==> src/rtl/mc_pkg.sv <==
// Shared types and constants for the multicycle control unit: FSM states,
// RV32I opcodes, ALU function codes and immediate-format helpers.
package mc_pkg;

  typedef enum logic [2:0] {
    FETCH  = 3'd0,
    DECODE = 3'd1,
    EXEC   = 3'd2,
    MEM    = 3'd3,
    TRAP   = 3'd4
  } state_e;

  typedef enum logic [2:0] {
    CL_ALU    = 3'd0,
    CL_BRANCH = 3'd1,
    CL_JAL    = 3'd2,
    CL_JALR   = 3'd3,
    CL_LOAD   = 3'd4,
    CL_STORE  = 3'd5
  } iclass_e;

  localparam logic [6:0] OP     = 7'b0110011;
  localparam logic [6:0] OP_IMM = 7'b0010011;
  localparam logic [6:0] LOAD   = 7'b0000011;
  localparam logic [6:0] STORE  = 7'b0100011;
  localparam logic [6:0] BRANCH = 7'b1100011;
  localparam logic [6:0] JAL    = 7'b1101111;
  localparam logic [6:0] JALR   = 7'b1100111;

  localparam logic [3:0] ALU_ADD  = 4'b0000;
  localparam logic [3:0] ALU_SUB  = 4'b1000;
  localparam logic [3:0] ALU_SLTU = 4'b0011;

  localparam logic [31:0] IR_NOP = 32'h0000_0013;

  function automatic logic [31:0] imm_itype(input logic [31:0] ir);
    return {{20{ir[31]}}, ir[31:20]};
  endfunction

  function automatic logic [31:0] imm_stype(input logic [31:0] ir);
    return {{20{ir[31]}}, ir[31:25], ir[11:7]};
  endfunction

  function automatic logic [31:0] imm_btype(input logic [31:0] ir);
    return {{19{ir[31]}}, ir[31], ir[7], ir[30:25], ir[11:8], 1'b0};
  endfunction

  function automatic logic [31:0] imm_jtype(input logic [31:0] ir);
    return {{11{ir[31]}}, ir[31], ir[19:12], ir[20], ir[30:21], 1'b0};
  endfunction

endpackage

==> src/rtl/mc_if.sv <==
// Bus between the control unit and its surroundings: instruction fetch,
// datapath controls/flags and data-memory strobes.
interface mc_if #(
  parameter int NBITS      = 8,
  parameter int NREGS      = 32,
  parameter int WIDTH_ALUF = 4
);
  localparam int RW = $clog2(NREGS);

  logic                  imem_req;
  logic [NBITS-1:0]      imem_addr;
  logic                  imem_valid;
  logic [31:0]           imem_rdata;
  logic [RW-1:0]         RS1;
  logic [RW-1:0]         RS2;
  logic [RW-1:0]         RD;
  logic [NBITS-1:0]      IMM;
  logic [WIDTH_ALUF-1:0] ALUControl;
  logic                  ALUSrc;
  logic                  MemtoReg;
  logic                  RegWrite;
  logic                  link;
  logic [NBITS-1:0]      pclink;
  logic                  Zero;
  logic                  Neg;
  logic                  Carry;
  logic [NBITS-1:0]      PCReg;
  logic                  MemRead;
  logic                  MemWrite;
  logic                  mem_ready;
  logic                  halt;

  modport master (
    output imem_req, imem_addr, RS1, RS2, RD, IMM, ALUControl, ALUSrc,
           MemtoReg, RegWrite, link, pclink, MemRead, MemWrite, halt,
    input  imem_valid, imem_rdata, Zero, Neg, Carry, PCReg, mem_ready
  );

  modport slave (
    input  imem_req, imem_addr, RS1, RS2, RD, IMM, ALUControl, ALUSrc,
           MemtoReg, RegWrite, link, pclink, MemRead, MemWrite, halt,
    output imem_valid, imem_rdata, Zero, Neg, Carry, PCReg, mem_ready
  );
endinterface

==> src/rtl/mc_decoder.sv <==
// Purely combinational decode of the instruction register into register
// indices, truncated immediate, ALU function, instruction class and illegal flag.
module mc_decoder
  import mc_pkg::*;
#(
  parameter int NBITS      = 8,
  parameter int NREGS      = 32,
  parameter int WIDTH_ALUF = 4
) (
  input  logic [31:0]              ir_i,
  output logic [$clog2(NREGS)-1:0] rs1_o,
  output logic [$clog2(NREGS)-1:0] rs2_o,
  output logic [$clog2(NREGS)-1:0] rd_o,
  output logic [NBITS-1:0]         imm_o,
  output logic [WIDTH_ALUF-1:0]    alu_ctrl_o,
  output logic                     alu_src_o,
  output iclass_e                  iclass_o,
  output logic                     bne_o,
  output logic                     illegal_o
);
  localparam int RW = $clog2(NREGS);

  logic [6:0]  opcode_s;
  logic [2:0]  funct3_s;
  logic [6:0]  funct7_s;
  logic [31:0] imm_full_s;
  logic [3:0]  alu_s;
  logic        alu_src_s;
  iclass_e     iclass_s;
  logic        illegal_s;
  logic        unused_s;

  assign opcode_s = ir_i[6:0];
  assign funct3_s = ir_i[14:12];
  assign funct7_s = ir_i[31:25];
  assign rs1_o    = ir_i[15 +: RW];
  assign rs2_o    = ir_i[20 +: RW];
  assign rd_o     = ir_i[7 +: RW];

  // Opcode/funct decode; anything outside the supported subset is illegal
  always_comb begin
    imm_full_s = 32'd0;
    alu_s      = ALU_ADD;
    alu_src_s  = 1'b0;
    iclass_s   = CL_ALU;
    illegal_s  = 1'b0;
    case (opcode_s)
      OP: begin
        case ({funct7_s, funct3_s})
          {7'b0000000, 3'b000}: alu_s = ALU_ADD;
          {7'b0100000, 3'b000}: alu_s = ALU_SUB;
          {7'b0000000, 3'b011}: alu_s = ALU_SLTU;
          default:              illegal_s = 1'b1;
        endcase
      end
      OP_IMM: begin
        alu_src_s  = 1'b1;
        imm_full_s = imm_itype(ir_i);
        case (funct3_s)
          3'b000:  alu_s = ALU_ADD;
          3'b011:  alu_s = ALU_SLTU;
          default: illegal_s = 1'b1;
        endcase
      end
      LOAD: begin
        iclass_s   = CL_LOAD;
        alu_src_s  = 1'b1;
        imm_full_s = imm_itype(ir_i);
        illegal_s  = (funct3_s != 3'b010);
      end
      STORE: begin
        iclass_s   = CL_STORE;
        alu_src_s  = 1'b1;
        imm_full_s = imm_stype(ir_i);
        illegal_s  = (funct3_s != 3'b010);
      end
      BRANCH: begin
        iclass_s   = CL_BRANCH;
        alu_s      = ALU_SUB;
        imm_full_s = imm_btype(ir_i);
        illegal_s  = (funct3_s[2:1] != 2'b00);
      end
      JAL: begin
        iclass_s   = CL_JAL;
        imm_full_s = imm_jtype(ir_i);
      end
      JALR: begin
        iclass_s   = CL_JALR;
        alu_src_s  = 1'b1;
        imm_full_s = imm_itype(ir_i);
        illegal_s  = (funct3_s != 3'b000);
      end
      default: illegal_s = 1'b1;
    endcase
  end

  assign imm_o      = imm_full_s[NBITS-1:0];
  assign alu_ctrl_o = WIDTH_ALUF'(alu_s);
  assign alu_src_o  = alu_src_s;
  assign iclass_o   = iclass_s;
  assign bne_o      = funct3_s[0];
  assign illegal_o  = illegal_s;
  // Immediate bits above the datapath width are intentionally dropped
  assign unused_s   = ^imm_full_s[31:NBITS];

endmodule

==> src/rtl/mc_controller.sv <==
// Multicycle control unit: owns PC and IR, sequences fetch/decode/execute/
// memory, resolves branches and jumps, and traps on illegal instructions.
module mc_controller
  import mc_pkg::*;
#(
  parameter int NBITS      = 8,
  parameter int NREGS      = 32,
  parameter int WIDTH_ALUF = 4
) (
  input logic  clock,
  input logic  reset,
  mc_if.master bus
);
  localparam int               RW      = $clog2(NREGS);
  localparam logic [NBITS-1:0] PC_STEP = NBITS'(4);

  state_e           state_q, state_d;
  logic [NBITS-1:0] pc_q, pc_d;
  logic [31:0]      ir_q, ir_d;
  logic             live_q;

  logic [RW-1:0]         rs1_s, rs2_s, rd_s;
  logic [NBITS-1:0]      imm_s;
  logic [WIDTH_ALUF-1:0] alu_ctrl_s;
  logic                  alu_src_s;
  iclass_e               iclass_s;
  logic                  bne_s;
  logic                  illegal_s;

  logic [NBITS-1:0] pc_seq_s, pc_rel_s, jalr_sum_s, jalr_tgt_s;
  logic             taken_s, is_load_s, is_store_s;
  logic             req_s, reg_write_s, link_s, mem_read_s, mem_write_s;
  logic             mem_to_reg_s, halt_s, unused_s;

  mc_decoder #(
    .NBITS      (NBITS),
    .NREGS      (NREGS),
    .WIDTH_ALUF (WIDTH_ALUF)
  ) u_decoder (
    .ir_i       (ir_q),
    .rs1_o      (rs1_s),
    .rs2_o      (rs2_s),
    .rd_o       (rd_s),
    .imm_o      (imm_s),
    .alu_ctrl_o (alu_ctrl_s),
    .alu_src_o  (alu_src_s),
    .iclass_o   (iclass_s),
    .bne_o      (bne_s),
    .illegal_o  (illegal_s)
  );

  assign pc_seq_s   = pc_q + PC_STEP;
  assign pc_rel_s   = pc_q + imm_s;
  assign jalr_sum_s = bus.PCReg + imm_s;
  assign jalr_tgt_s = {jalr_sum_s[NBITS-1:1], 1'b0};
  assign taken_s    = bus.Zero ^ bne_s;
  assign is_load_s  = (iclass_s == CL_LOAD);
  assign is_store_s = (iclass_s == CL_STORE);

  // State, PC and IR registers; live_q keeps the fetch request low until the first edge after reset
  always_ff @(posedge clock or negedge reset) begin
    if (!reset) begin
      state_q <= FETCH;
      pc_q    <= {NBITS{1'b0}};
      ir_q    <= IR_NOP;
      live_q  <= 1'b0;
    end else begin
      state_q <= state_d;
      pc_q    <= pc_d;
      ir_q    <= ir_d;
      live_q  <= 1'b1;
    end
  end

  // Next-state, PC update and per-state strobes
  always_comb begin
    state_d      = state_q;
    pc_d         = pc_q;
    ir_d         = ir_q;
    req_s        = 1'b0;
    reg_write_s  = 1'b0;
    link_s       = 1'b0;
    mem_read_s   = 1'b0;
    mem_write_s  = 1'b0;
    mem_to_reg_s = 1'b0;
    halt_s       = 1'b0;
    case (state_q)
      FETCH: begin
        req_s = live_q;
        if (live_q && bus.imem_valid) begin
          ir_d    = bus.imem_rdata;
          state_d = DECODE;
        end else begin
          state_d = FETCH;
        end
      end
      DECODE: state_d = illegal_s ? TRAP : EXEC;
      EXEC: begin
        state_d = FETCH;
        case (iclass_s)
          CL_ALU: begin
            reg_write_s = 1'b1;
            pc_d        = pc_seq_s;
          end
          CL_BRANCH: pc_d = taken_s ? pc_rel_s : pc_seq_s;
          CL_JAL: begin
            link_s      = 1'b1;
            reg_write_s = 1'b1;
            pc_d        = pc_rel_s;
          end
          CL_JALR: begin
            link_s      = 1'b1;
            reg_write_s = 1'b1;
            pc_d        = jalr_tgt_s;
          end
          CL_LOAD, CL_STORE: state_d = MEM;
          default: state_d = TRAP;
        endcase
      end
      MEM: begin
        mem_read_s  = is_load_s;
        mem_write_s = is_store_s;
        if (bus.mem_ready) begin
          reg_write_s  = is_load_s;
          mem_to_reg_s = is_load_s;
          pc_d         = pc_seq_s;
          state_d      = FETCH;
        end else begin
          state_d = MEM;
        end
      end
      TRAP: begin
        halt_s  = 1'b1;
        state_d = TRAP;
      end
      default: state_d = TRAP;
    endcase
  end

  assign bus.imem_req   = req_s;
  assign bus.imem_addr  = pc_q;
  assign bus.RS1        = rs1_s;
  assign bus.RS2        = rs2_s;
  assign bus.RD         = rd_s;
  assign bus.IMM        = imm_s;
  assign bus.ALUControl = alu_ctrl_s;
  assign bus.ALUSrc     = alu_src_s;
  assign bus.MemtoReg   = mem_to_reg_s;
  assign bus.RegWrite   = reg_write_s;
  assign bus.link       = link_s;
  assign bus.pclink     = pc_seq_s;
  assign bus.MemRead    = mem_read_s;
  assign bus.MemWrite   = mem_write_s;
  assign bus.halt       = halt_s;
  // Negative/carry flags are not needed by the supported branch subset
  assign unused_s       = bus.Neg ^ bus.Carry;

endmodule

==> src/flat_wrapper.sv <==
// flat-port wrapper written by rule: the top's interface ports become plain ports
module mc_controller_flat import mc_pkg::*;
#(
  parameter int NBITS      = 8,
  parameter int NREGS      = 32,
  parameter int WIDTH_ALUF = 4
)
  (clock, reset, bus_imem_req, bus_imem_addr, bus_RS1, bus_RS2, bus_RD, bus_IMM, bus_ALUControl, bus_ALUSrc, bus_MemtoReg, bus_RegWrite, bus_link, bus_pclink, bus_MemRead, bus_MemWrite, bus_halt, bus_imem_valid, bus_imem_rdata, bus_Zero, bus_Neg, bus_Carry, bus_PCReg, bus_mem_ready);
  mc_if #(.NBITS(NBITS), .NREGS(NREGS), .WIDTH_ALUF(WIDTH_ALUF)) bus_i ();
  input logic clock;
  input logic reset;
  output wire logic [$bits(bus_i.imem_req)-1:0] bus_imem_req;
  output wire logic [$bits(bus_i.imem_addr)-1:0] bus_imem_addr;
  output wire logic [$bits(bus_i.RS1)-1:0] bus_RS1;
  output wire logic [$bits(bus_i.RS2)-1:0] bus_RS2;
  output wire logic [$bits(bus_i.RD)-1:0] bus_RD;
  output wire logic [$bits(bus_i.IMM)-1:0] bus_IMM;
  output wire logic [$bits(bus_i.ALUControl)-1:0] bus_ALUControl;
  output wire logic [$bits(bus_i.ALUSrc)-1:0] bus_ALUSrc;
  output wire logic [$bits(bus_i.MemtoReg)-1:0] bus_MemtoReg;
  output wire logic [$bits(bus_i.RegWrite)-1:0] bus_RegWrite;
  output wire logic [$bits(bus_i.link)-1:0] bus_link;
  output wire logic [$bits(bus_i.pclink)-1:0] bus_pclink;
  output wire logic [$bits(bus_i.MemRead)-1:0] bus_MemRead;
  output wire logic [$bits(bus_i.MemWrite)-1:0] bus_MemWrite;
  output wire logic [$bits(bus_i.halt)-1:0] bus_halt;
  input wire logic [$bits(bus_i.imem_valid)-1:0] bus_imem_valid;
  input wire logic [$bits(bus_i.imem_rdata)-1:0] bus_imem_rdata;
  input wire logic [$bits(bus_i.Zero)-1:0] bus_Zero;
  input wire logic [$bits(bus_i.Neg)-1:0] bus_Neg;
  input wire logic [$bits(bus_i.Carry)-1:0] bus_Carry;
  input wire logic [$bits(bus_i.PCReg)-1:0] bus_PCReg;
  input wire logic [$bits(bus_i.mem_ready)-1:0] bus_mem_ready;
  assign bus_imem_req = bus_i.imem_req;
  assign bus_imem_addr = bus_i.imem_addr;
  assign bus_RS1 = bus_i.RS1;
  assign bus_RS2 = bus_i.RS2;
  assign bus_RD = bus_i.RD;
  assign bus_IMM = bus_i.IMM;
  assign bus_ALUControl = bus_i.ALUControl;
  assign bus_ALUSrc = bus_i.ALUSrc;
  assign bus_MemtoReg = bus_i.MemtoReg;
  assign bus_RegWrite = bus_i.RegWrite;
  assign bus_link = bus_i.link;
  assign bus_pclink = bus_i.pclink;
  assign bus_MemRead = bus_i.MemRead;
  assign bus_MemWrite = bus_i.MemWrite;
  assign bus_halt = bus_i.halt;
  assign bus_i.imem_valid = bus_imem_valid;
  assign bus_i.imem_rdata = bus_imem_rdata;
  assign bus_i.Zero = bus_Zero;
  assign bus_i.Neg = bus_Neg;
  assign bus_i.Carry = bus_Carry;
  assign bus_i.PCReg = bus_PCReg;
  assign bus_i.mem_ready = bus_mem_ready;
  mc_controller #(.NBITS(NBITS), .NREGS(NREGS), .WIDTH_ALUF(WIDTH_ALUF)) u_core (.clock(clock), .reset(reset), .bus(bus_i));
endmodule
==> config.mk <==
export PLATFORM = sky130hd
export DESIGN_NAME = mc_controller_flat
export DESIGN_NICKNAME = d
export VERILOG_FILES = /design/src/rtl/mc_pkg.sv /design/src/rtl/mc_if.sv /design/src/rtl/mc_decoder.sv /design/src/rtl/mc_controller.sv /design/src/flat_wrapper.sv
export SDC_FILE = /design/constraint.sdc
export NUM_CORES = 1
export LEC_CHECK = 0
export BUFFER_PORTS_ARGS = -buffer_cell sky130_fd_sc_hd__buf_2
export CAP_MARGIN = 10
export CORE_MARGIN = 3
export CORE_UTILIZATION = 50
export CTS_BUF_LIST = sky130_fd_sc_hd__clkbuf_8 sky130_fd_sc_hd__clkbuf_16
export CTS_CLUSTER_SIZE = 25
export DETAILED_ROUTE_END_ITERATION = 16
export PLACE_DENSITY = 0.79
export SLEW_MARGIN = 20
export SYNTH_ARGS = -nofsm -noshare
export SYNTH_HDL_FRONTEND = slang
export SYNTH_SLANG_ARGS = --single-unit
export TNS_END_PERCENT = 100
==> constraint.sdc <==
create_clock -name clock -period 7.46 [get_ports clock]
set_input_delay 1.492 -clock clock [delete_from_list [all_inputs] [get_ports clock]]
set_output_delay 1.492 -clock clock [all_outputs]
set_load 0.05 [all_outputs]
==> results.cfg, run 1 <==
[floorplan]
ios = 98
die_w_um = 83.9
rows = 27
core_um2 = 5680
dieHeight_um = 83.9
start_util_pct = 53.4
die-area_um2 = 7040

[yosys]
synthesis.area_um2 = 3030
synthCells = 305
synth_edf_count = 0
synth_warnings = 0
yosys_most_used_dff = dfrtp_1
yosysUniqueCellTypes = 52
avgSynthCellArea_um2 = 9.94
ys_ff_latch = 44
synth_fp_nets = 368
ys_seq_area_share_pct = 36.4
synth-async-reset-ratio_pct = 100

[timing]
rsz0062_at_grt = no
max_slew_margin_pct = 28.1
slew_viol_final = 0
fin_crit_sh_pct = 52.5
finalSetupViolations = 0
hold_viol_final = 0
fmax_mhz = 255
worst_slew_pin_slew_ns = 1.07
fin_crit_ns = 3.91
finalWorstSetupSlack_ns = 3.55
whs_ns = 0.505
skew_ns = 0.00795
fin_tns_setup_ns = 0

[clock_network]
hold_buffers = 0
insertion_delay_ns = 0.30
clkSinkCount = 44
clk_pin_slew_ns = 0.08
post-cts-setup-buffers = 0
cts_buffers = 5
clk_path_buf_depth = 2
clockRootBuffer = clkbuf_8
cts_tree = yes
post_cts_resized = 0
cts_htree_levels = 2

[hold_path]
worstHoldPathType = flip-flop to flip-flop

[placement]
place.gp.congestion = 0.848
dp.cells = 446
io_buffers = 94
placed_cell_area_um2 = 3420
place_ws_ns = 3.86
dpl.hpwl_um = 5480

[finish]
n_fill_cell = 468
design_area_um2 = 3530
area_growth_pct = 16.4
final_nets = 444
finalNonFillerCells = 454
utilization_pct = 62.2
drive_gt1_share_pct = 38.5
ff_latch_area_um2 = 1100
multiInputGateArea_um2 = 1710
antenna_cells = 0

[setup_path]
crit_chain = nand4bb_4 > nor2_1 > nand2_1 > nand2_1 > a22o_1 > buf_2
critical_path_buf_inv_count = 1
cp.arrival_ns = 2.42
critPathSlowestCell = dfrtp_1
critPathCapture = bus_IMM[1]
startpoint = u_core.ir_q[3]$_DFFE_PN0P_
rr_endpoint = u_core.bus.imem_addr[5]$_DFFE_PN0P_
reg2reg_depth = 12
timing.rr.start = u_core.ir_q[3]$_DFFE_PN0P_
r2r_setup_slack_ns = 4.14
max_stage_delay_ns = 0.46
crit_type = flip-flop to output pin
cp_top_family = simple AND/OR/NAND/NOR gates
cpMostUsedCell = nand2_1
cp.depth = 6
crit_fanout = 7
critPathCaptureType = output pin
start_kind = flip-flop
required_ns = 5.97

[global_route]
grt_antenna_before_repair = 0
overflow = 0
grt_pass1_vias = 2483
grt_usage_pct = 20.6
grt_max_degree = 45
grt_pass1_wl_um = 11800

[routing]
drt_pass1_iterations = 4
wl_um = 7100
drtIter0Drc = 122
drc = 0
vias = 2543
wl_per_cell_um = 15.6
vias_per_cell = 5.60
final_antenna_net_count = 0

[run]
cap_violations = 0

[power_and_ir_drop]
powerDensity_nw_per_um2 = 321
p_leak_nw = 1.80
total_power_mw = 1.13
peakVddDrop_v = 0.000227

[run_status]
run_status = finished, final reports clean
## cells by family (layout without fill, tap and decap cells)
kind of cell | after synthesis | count (layout) | synth area share (%)
simple gates | 88 | 88 | 16.3
compound gates | 67 | 67 | 14.9
flops | 44 | 44 | 36.4
buf+inv | 37 | 114 | 7.26
mux | 33 | 33 | 12.6
xor+xnor | 18 | 18 | 5.20
fa+ha+maj | 16 | 16 | 7.10
other cells | 2 | 2 | 0.248
## cell type report
class	count	area share, %
multi-input combinational	224	48.4
sequential	44	31.3
timing repair buffer	95	13.6
tap	72	2.55
clock buffer	5	1.95
inverter	11	1.17
clock inverter	3	1.06
## placed cells by master, fill, tap and decap left out, types with 3 or more instances in the layout
cell	netlist	layout
nand2b_1	4	4
buf_2	5	93
o22ai_1	3	3
nor2_1	11	11
mux2_2	32	32
a21oi_1	15	15
a31oi_1	3	3
dfrtp_1	41	41
nand2_1	23	23
xor2_1	9	9
o21ai_0	13	13
nand3_1	9	9
nor3_1	13	13
xnor2_1	9	9
nor2b_1	6	6
o21a_1	3	3
and2_1	4	4
clkbuf_8	0	5
a22oi_1	4	4
o21bai_1	3	3
inv_1	11	13
ha_1	14	14
dfstp_2	3	3
a22o_1	5	5
a21o_1	8	8
## worst min path at each step
stage,start,cells after the start,end
after floorplan,u_core.state_q[2]$_DFF_PN0_,1,u_core.state_q[1]$_DFF_PN0_
after global placement,u_core.ir_q[18]$_DFFE_PN0P_,1,u_core.ir_q[18]$_DFFE_PN0P_
after detailed placement,u_core.ir_q[17]$_DFFE_PN0P_,1,u_core.ir_q[17]$_DFFE_PN0P_
after CTS,u_core.ir_q[17]$_DFFE_PN0P_,1,u_core.ir_q[17]$_DFFE_PN0P_
after global routing,u_core.ir_q[17]$_DFFE_PN0P_,1,u_core.ir_q[17]$_DFFE_PN0P_
final,u_core.ir_q[17]$_DFFE_PN0P_,1,u_core.ir_q[17]$_DFFE_PN0P_
## state kept, by name (all words and copies together), names as in the netlist
signal / cells
u_core.bus.imem_addr: 8
u_core.ir_q: 32
u_core.state_q: 3
u_core.live_q: 1
## layer usage
layer	routed length, um	vias up	GRT usage [%]
met5	0	-	0
li1	-	1223	-
met4	95	0	5.99
met1	2920	1228	26.8
met2	3610	83	34.9
met3	482	9	4.05
## cells in the mapped netlist, types with 4 or more instances
cell,number,share of area [%]
a22o_1,5,1.4
nor2_1,11,1.4
a21oi_1,15,2.5
buf_4,20,5.0
a22oi_1,4,0.99
ha_1,14,5.8
mux2_2,32,12
nor3_1,13,2.1
and2_1,4,0.82
nand2_1,23,2.8
xnor2_1,9,2.6
nand2b_1,4,0.82
nor2b_1,6,1.2
a21o_1,8,2.0
xor2_1,9,2.6
inv_1,11,1.4
nand3_1,9,1.5
buf_2,5,0.82
o21ai_0,13,2.1
dfrtp_1,41,34
## report_power, final
group / internal, mW / leakage, nW / switching, mW
Clock: 0.0975 / 0.0607 / 0.0810
Combinational: 0.184 / 1.20 / 0.343
Sequential: 0.336 / 0.531 / 0.0942
No activity file was read; power rests on OpenSTA's default activity.
==> run 2, diff against run 1 <==
ABC_AREA = 1   (was unset)
clock period = 4.1 ns   (was 7.46 ns; I/O delays follow)
==> results.cfg, run 2 <==
[hold_path]
worstHoldPathType = flip-flop to flip-flop

[setup_path]
critical_path_buf_inv_count = 2
crit_type = flip-flop to flip-flop
critPathCaptureType = flip-flop
cp_top_family = simple AND/OR/NAND/NOR gates
max_stage_delay_ns = 0.57
critPathSlowestCell = dfstp_2
required_ns = 4.28
crit_chain = inv_1 > nand2_1 > nor2_4 > nand2_4 > nand3_4 > nor2_1 > inv_1 > a22o_1 > fa_1 > nand2_1 > nand2_1 > a21oi_1 > or2_2 > nand2_1 > a21oi_1 > xor2_1 > o22ai_1 > nand2_1 > nand3_1
crit_fanout = 5
cp.arrival_ns = 3.46
start_kind = flip-flop
cpMostUsedCell = nand2_1

[timing]
max_slew_margin_pct = 34.7
fin_tns_setup_ns = 0
fin_crit_sh_pct = 79.8
worst_slew_pin_slew_ns = 0.979
hold_viol_final = 0
fin_crit_ns = 3.27
finalSetupViolations = 0
skew_ns = 0.00656
finalWorstSetupSlack_ns = 0.829
slew_viol_final = 0
rsz0062_at_grt = no
fmax_mhz = 306

[finish]
area_growth_pct = 16.8
final_common_cell = buf_2
drive_gt1_share_pct = 33.4
final_nets = 520
largest_reg_flops = 32
antenna_cells = 0
largest_register = u_core.ir_q
final_cell_mix = buf_2, nand2_1, inv_1, dfrtp_1, nor2_1

[yosys]
yosysUniqueCellTypes = 45
synthTopCellsByCount = nand2_1, inv_1, dfrtp_1
synth_edf_count = 0
yosys_most_used_dff = dfrtp_1
ys_ff_latch = 44
synth_fp_nets = 442
synth.most_common_cell = nand2_1
synth_warnings = 0
yosysTopAreaCellShare_pct = 33.4
ys_seq_area_share_pct = 36.0
synthCells = 379
avgSynthCellArea_um2 = 8.11
post-synth-top-area-cell = dfrtp_1
synthTopCellsByArea = dfrtp_1, mux2_2, nand2_1
synthesis.area_um2 = 3070
synth-async-reset-ratio_pct = 100

[power_and_ir_drop]
peakVddDrop_v = 0.000438
powerDensity_nw_per_um2 = 542
p_leak_nw = 1.95

[clock_network]
clockRootBuffer = clkbuf_8
cts_buffers = 5
hold_buffers = 0
insertion_delay_ns = 0.30
cts_htree_levels = 2
clkSinkCount = 44
cts_tree = yes
clk_path_buf_depth = 2
post_cts_resized = 0
post-cts-setup-buffers = 0
clk_pin_slew_ns = 0.09

[floorplan]
die_w_um = 84.4
ios = 98
die-area_um2 = 7120
rows = 27
start_util_pct = 53.8
core_um2 = 5710
dieHeight_um = 84.4

[routing]
wl_um = 7390
vias_per_cell = 5.28
drtIter0Drc = 146
drt_pass1_iterations = 4
final_antenna_net_count = 0
drc = 0
vias = 2797
wl_per_cell_um = 13.9

[global_route]
overflow = 0
grt_antenna_before_repair = 0
grt_usage_pct = 20.8
grt_pass1_wl_um = 12200
grt_pass1_vias = 2733
grt_max_degree = 45

[placement]
dpl.hpwl_um = 5930
place.gp.congestion = 0.871
place_ws_ns = 0.894
io_buffers = 94

[run_status]
run_status = finished, final reports clean

[run]
cap_violations = 0
run 2: cell types whose count changed after synthesis, sizes merged, moves of 7 or more:
| cell | before | now |
|---|---|---|
| a21o | 8 | 1 |
| a21oi | 15 | 38 |
| inv | 11 | 52 |
| mux2 | 32 | 18 |
| nand2 | 23 | 59 |
| nand3 | 9 | 30 |
| nor2 | 12 | 44 |
run 2: layout make-up:
class	instances	area, um2
fill	531	2120
multi-input combinational	259	1610
sequential	44	1100
timing repair buffer	95	478
inverter	52	195
tap	72	90.1
clock buffer	5	68.8
clock inverter	3	42.5
run 2: worst reg2reg max path, stage by stage (launching register included):
cell and delay (ns):
dfstp_2 0.57, inv_1 0.08, nand2_1 0.13, nor2_4 0.06, nand2_4 0.09, nand3_4 0.11
nor2_1 0.14, inv_1 0.12, a22o_1 0.30, fa_1 0.43, nand2_1 0.09, nand2_1 0.06
a21oi_1 0.17, or2_2 0.15, nand2_1 0.07, a21oi_1 0.16, xor2_1 0.20, o22ai_1 0.09
nand2_1 0.07, nand3_1 0.07
run 2: report_power, final:
| group | switching (mW) | internal [mW] | total, mW |
|---|---|---|---|
| combinational | 0.632 | 0.257 | 0.889 |
| sequential | 0.120 | 0.605 | 0.725 |
| clock | 0.150 | 0.180 | 0.331 |
| total | 0.903 | 1.04 | 1.95 |
run 2: cells by family after synthesis:
logic type	share of synthesized area, %
compound gates	12.9
xor+xnor	2.85
fa+ha+maj	7.00
buf+inv	11.7
flops	36.0
mux	6.60
other cells	0.244
simple gates	22.8
run 2: through the flow:
| stage | hold WS (ns) | utilization (%) | std cells | power, mW | area [um2] |
|---|---|---|---|---|---|
| floorplan | 0.472 | - | 379 | 1.51 | 3070 |
| global placement | 0.483 | 60.9 | 522 | 1.59 | 3480 |
| detailed placement | 0.490 | 60.9 | 522 | 1.62 | 3480 |
| CTS | 0.510 | 62.9 | 530 | 1.96 | 3590 |
| global route | 0.532 | 62.9 | 530 | 2.07 | 3590 |
| finish | 0.507 | 62.9 | 530 | 1.95 | 3590 |
run 2: per-layer routing:
metal | part of all wire (%) | vias up | GRT usage, % | routed length, um
li1 | - | 1388 | - | -
met2 | 49 | 83 | 36.1 | 3610
met3 | 6.4 | 11 | 4.42 | 475
met5 | 0 | - | 0 | 0
met1 | 43 | 1315 | 26.6 | 3200
met4 | 1.3 | 0 | 5.32 | 94
run 2: worst paths after layout:
kind / startpoint / to / slack [ns] / cells past startpoint
max in group asynchronous: reset / u_core.ir_q[19]$_DFFE_PN0P_ / 2.82 / 1
setup reg to reg: u_core.ir_q[4]$_DFFE_PN1P_ / u_core.bus.imem_addr[6]$_DFFE_PN0P_ / 0.83 / 19
setup / recovery: u_core.ir_q[4]$_DFFE_PN1P_ / u_core.bus.imem_addr[6]$_DFFE_PN0P_ / 0.83 / 19
min in group asynchronous: reset / u_core.ir_q[6]$_DFFE_PN0P_ / 0.68 / 1
hold reg to reg: u_core.ir_q[16]$_DFFE_PN0P_ / u_core.ir_q[16]$_DFFE_PN0P_ / 0.51 / 1
hold / removal: u_core.ir_q[16]$_DFFE_PN0P_ / u_core.ir_q[16]$_DFFE_PN0P_ / 0.51 / 1
